`config.mk`:
```
export PLATFORM = sky130hd
export DESIGN_NAME = register_file_mp
export DESIGN_NICKNAME = d
export VERILOG_FILES = /design/src/rtl/register_file_mp.sv
export SDC_FILE = /design/constraint.sdc
export NUM_CORES = 1
export LEC_CHECK = 0
export BUFFER_PORTS_ARGS = -buffer_cell sky130_fd_sc_hd__buf_2
export CAP_MARGIN = 20
export CORE_AREA = 2 2 327 329
export CTS_CLUSTER_SIZE = 24
export DETAILED_ROUTE_END_ITERATION = 10
export DIE_AREA = 0 0 329 331
export RECOVER_POWER = 100
export SYNTH_ARGS = -nofsm -noshare
export SYNTH_HDL_FRONTEND = slang
export SYNTH_SLANG_ARGS = --single-unit
```
`constraint.sdc`:
```
create_clock -name clk -period 8.5 [get_ports clk]
set_clock_uncertainty 0.15 [all_clocks]
set_input_delay 0.425 -clock clk [delete_from_list [all_inputs] [get_ports clk]]
set_output_delay 0.425 -clock clk [all_outputs]
set_load 0.01 [all_outputs]
```
`src/rtl/register_file_mp.sv`:
```
// Multi-port integer register file for the mini-rv decode stage.
// Registered read ports, one writeback port, optional write-to-read bypass.
// Storage carries no reset; after reset a sweep clears x1..x(N-1) one per cycle,
// so the array can map onto RAM.
module register_file_mp #(
  parameter int XLEN     = 32,
  parameter int NUM_REGS = 32,
  parameter int NUM_READ = 2,
  parameter int FORWARD  = 1,
  localparam int AW      = $clog2(NUM_REGS)
) (
  input  logic                     clk,
  input  logic                     reset,
  input  logic                     stall,
  input  logic                     write_en,
  input  logic [AW-1:0]            rd_addr,
  input  logic [XLEN-1:0]          rd_data,
  input  logic [NUM_READ*AW-1:0]   rs_addr,
  output logic [NUM_READ*XLEN-1:0] rs_data,
  output logic                     busy
);

  // Register count is a power of two, so the last index is all ones.
  localparam logic [AW-1:0] ZERO_IDX = {AW{1'b0}};
  localparam logic [AW-1:0] ONE_IDX  = {{(AW-1){1'b0}}, 1'b1};
  localparam logic [AW-1:0] LAST_IDX = {AW{1'b1}};

  if (NUM_REGS != 16 && NUM_REGS != 32) begin : g_bad_num_regs
    $error("register_file_mp: NUM_REGS must be 16 or 32");
  end
  if (NUM_READ < 1 || NUM_READ > 4) begin : g_bad_num_read
    $error("register_file_mp: NUM_READ must be 1..4");
  end

  logic [XLEN-1:0]          mem_r [NUM_REGS];
  logic [AW-1:0]            cnt_r;
  logic                     busy_r;
  logic [NUM_READ*XLEN-1:0] rs_data_r;
  logic [NUM_READ*XLEN-1:0] rs_next_s;
  logic                     wr_fire_s;

  assign busy    = busy_r;
  assign rs_data = rs_data_r;

  // A writeback commits only when the sweep is done and the target is not x0.
  always_comb begin
    wr_fire_s = 1'b0;
    if (reset || busy_r) begin
      wr_fire_s = 1'b0;
    end else begin
      wr_fire_s = write_en && (rd_addr != ZERO_IDX);
    end
  end

  // Per-port read select: x0 is hard zero, then optional bypass, then storage.
  always_comb begin
    rs_next_s = {(NUM_READ*XLEN){1'b0}};
    for (int p = 0; p < NUM_READ; p++) begin
      if (rs_addr[p*AW +: AW] == ZERO_IDX) begin
        rs_next_s[p*XLEN +: XLEN] = {XLEN{1'b0}};
      end else if ((FORWARD != 0) && write_en && (rd_addr == rs_addr[p*AW +: AW])) begin
        rs_next_s[p*XLEN +: XLEN] = rd_data;
      end else begin
        rs_next_s[p*XLEN +: XLEN] = mem_r[rs_addr[p*AW +: AW]];
      end
    end
  end

  // Storage: clear sweep has priority over writeback; no reset on the array.
  always_ff @(posedge clk) begin
    if (!reset && busy_r) begin
      mem_r[cnt_r] <= {XLEN{1'b0}};
    end else if (wr_fire_s) begin
      mem_r[rd_addr] <= rd_data;
    end
  end

  // Sweep control: reset (re)starts at x1, busy drops on the edge that clears the last reg.
  always_ff @(posedge clk) begin
    if (reset) begin
      busy_r <= 1'b1;
      cnt_r  <= ONE_IDX;
    end else if (busy_r) begin
      cnt_r <= cnt_r + ONE_IDX;
      if (cnt_r == LAST_IDX) begin
        busy_r <= 1'b0;
      end
    end
  end

  // Read-data registers: zero during reset and sweep, hold under stall.
  always_ff @(posedge clk) begin
    if (reset || busy_r) begin
      rs_data_r <= {(NUM_READ*XLEN){1'b0}};
    end else if (!stall) begin
      rs_data_r <= rs_next_s;
    end
  end

endmodule
```
==> impl_metrics.tcl <==
set metrics [dict create \
    status "finished with violations" \
    violations "capacitance limit, slew limit" \
    p_total_mw 11.8 \
    viasPerCell 6.86 \
    synth_area_um2 50100 \
    pre_cts_ws_ps 4040 \
    grt_pass1_wl_um 215000 \
    worstReg2RegStart "busy" \
    crit_required_ps 8680 \
    dp.cells 3887 \
    fin_nets 2711 \
    tns_ps 0 \
    hold_class "in -> reg" \
    synth_edf_count 1024 \
    min_period_over_period_pct 73.5 \
    fill_cells 8149 \
    ys_warn_count 0 \
    ys_types 56 \
    port-buffer-count 115 \
    switchingPower_mw 2.60 \
    dieHeight_um 331 \
    crit_arrival_ps 6430 \
    hold_depth 3 \
    power_leakage_nw 16.3 \
    setup_viol 0 \
    fmax_mhz 160 \
    p_int_mw 9.24 \
    ant_nets 0 \
    grt_pass1_vias 28600 \
    die-area_um2 109000 \
    layout.cells.non_filler 4151 \
    clock-root-buffer "clkbuf_16" \
    most-common-layout-cells "1024 x edfxtp_1, 565 x mux4_2, 131 x a22oi_1" \
    comb_power_share_pct 6.7 \
    route.detailed.drc 0 \
    grt.overflow.total 0 \
    relSlewSlack_pct -120 \
    drt_iter0_markers 3739 \
    synthToLayoutAreaGrowth_pct 12.3 \
    design_area_um2 56200 \
    clk_latency_ps 710 \
    r2r_setup_slack_ps 2250 \
    worstPathMaxFanout 41 \
    slew_violations 469 \
    clkSinkCount 1094 \
    hold_end "rs_data[62]" \
    crit_type "reg -> reg" \
    layout_commonest_cell "edfxtp_1" \
    synthCells 2511 \
    grt_max_degree 117 \
    postRouteWirelength_um 151000 \
    rsz0062_at_grt "no" \
    min_period_ps 6250 \
    startpoint_type "flip-flop" \
    start_util_pct 47.7 \
    antenna_found_initial 8 \
    power_per_cell_area_nw_per_um2 210 \
    hp-start "stall" \
    ys_ff_latch 1094 \
    ys.flop_type "edfxtp_1" \
    h-tree-depth 3 \
    dp_hpwl_um 87200 \
    drv_cap 14 \
    wire_per_inst_um 36.3 \
    vias 28500 \
    reg2reg_depth 6 \
    row_count 119 \
    cts_resized 0 \
    cts_tree "built" \
    hold_viol 0 \
    post_dp_cell_area_um2 52200 \
    path_clk_slew_ps 60 \
    p_clk_share_pct 43.6 \
    ys_async_sr_fraction_pct 0 \
    p_seq_share_pct 49.7 \
    design.core.area_um2 105000 \
    drive_gt1_share_pct 32.5 \
    cts_buffers 113 \
    finalWorstSetupSlack_ps 2250 \
    setup.worst_path.start "busy" \
    switching_share_pct 22.0 \
    worst_setup_path_end_kind "flip-flop" \
    die_w_um 329 \
    ios 116 \
    avgSynthCellArea_um2 20.0 \
    routabilityCongestion 0.859 \
    reg2reg_to "mem_r[16][29]" \
    drt-pass1-iter-count 6 \
    syn_nets 2564 \
    tightest_slew_ps 3310 \
    synth_seq_area_share_pct 64.2 \
    ir_drop_mv 0.160 \
    grt_util_all_layers_pct 28.1 \
    clock_path_buffers 3 \
]
==> cell type report <==
class / instances / area [um2] / area share [%]
Inverter: 4 / 15.0 / 0.0267
Sequential cell: 1094 / 32200 / 57.2
Multi-Input combinational cell: 1212 / 17000 / 30.3
Timing Repair Buffer: 233 / 1440 / 2.56
Clock inverter: 63 / 759 / 1.35
Clock buffer: 151 / 3090 / 5.50
Tap cell: 1391 / 1740 / 3.09
Antenna cell: 3 / 7.51 / 0.0133
==> critical path, cell delays in order, from the launching register on <==
cell and delay (ps):
dfxtp_1 470, nor2_1 620, o211a_2 300, clkbuf_1 1880, a32oi_2 750, nor2_1 870
buf_4 730
==> Yosys cell counts, types with 5 or more instances <==
| master | number | area, um2 |
|---|---|---|
| o21ai_0 | 31 | 155 |
| edfxtp_1 | 1024 | 30700 |
| dfxtp_1 | 70 | 1400 |
| nand2_1 | 86 | 323 |
| buf_6 | 34 | 383 |
| nor3_1 | 5 | 25.0 |
| nor2_1 | 49 | 184 |
| o21ai_1 | 31 | 155 |
| nand2b_1 | 71 | 444 |
| buf_1 | 7 | 26.3 |
| o22ai_1 | 32 | 200 |
| xnor2_1 | 10 | 87.6 |
| mux2_2 | 10 | 113 |
| and2_1 | 41 | 257 |
| clkbuf_1 | 103 | 387 |
| a221oi_1 | 6 | 52.6 |
| mux4_2 | 565 | 12700 |
| buf_4 | 9 | 67.6 |
| buf_2 | 46 | 230 |
| a21oi_1 | 14 | 70.1 |
| nand3b_1 | 9 | 67.6 |
| a22oi_1 | 131 | 983 |
| nand3_1 | 38 | 190 |
| mux2i_1 | 25 | 250 |
| a31oi_1 | 5 | 31.3 |
==> power by group through the flow <==
stage | logic [mW] | registers, mW | clock network [mW]
2_1_floorplan | 0.530 | 5.99 | 0
3_3_place_gp | 0.775 | 6.00 | 0
3_5_place_dp | 0.780 | 6.00 | 0
4_1_cts | 0.793 | 5.89 | 5.22
5_1_grt | 0.834 | 5.89 | 5.43
6_report | 0.796 | 5.89 | 5.16
==> registers in the layout, summed over array words and instances, names as in the netlist <==
register / flops
mem_r: 1024
cnt_r: 5
rs_data: 64
busy: 1
==> worst max path at each step <==
| stage | endpoint | depth (start not counted) |
|---|---|---|
| after floorplan | mem_r[16][0] | 7 |
| after CTS | mem_r[31][31] | 6 |
| after global routing | rs_data[2] | 8 |
| after global placement | mem_r[28][31] | 7 |
| after detailed placement | mem_r[24][27] | 7 |
| final | mem_r[16][29] | 6 |
==> per-layer routing <==
layer	track usage, %	wire length (um)	part of all wire (%)
met3	6.13	16300	11
met1	40.9	60400	40
met4	7.95	3980	2.6
met2	43.2	69900	46
met5	0	21	0.014
==> logic make-up (layout without fill, tap and decap cells) <==
family,after synthesis,in the layout,synth area share (%)
buffers and inverters,205,451,2.29
other,0,3,0
xor gates and xnor gates,12,12,0.210
and+or+nand+nor,317,317,3.23
DFF,1094,1094,64.2
adders and majority gates,2,2,0.0499
AOI/OAI and AO/OA,281,281,3.93
muxes,600,600,26.1
==> what timing repair did <==
item | in CTS | in global routing
hold buffers | 32 | 0
setup buffers | 0 | 0
hold endpoints to repair | 68 | 0
==> stage by stage <==
step | util, % | hold WS (ps)
after floorplan | - | 321
after global placement | 49.7 | 282
after detailed placement | 49.8 | 285
after CTS | 53.7 | 5.26
after global routing | 53.6 | 51.3
final | 53.6 | 45.3
No activity file was read; power rests on OpenSTA's default activity.
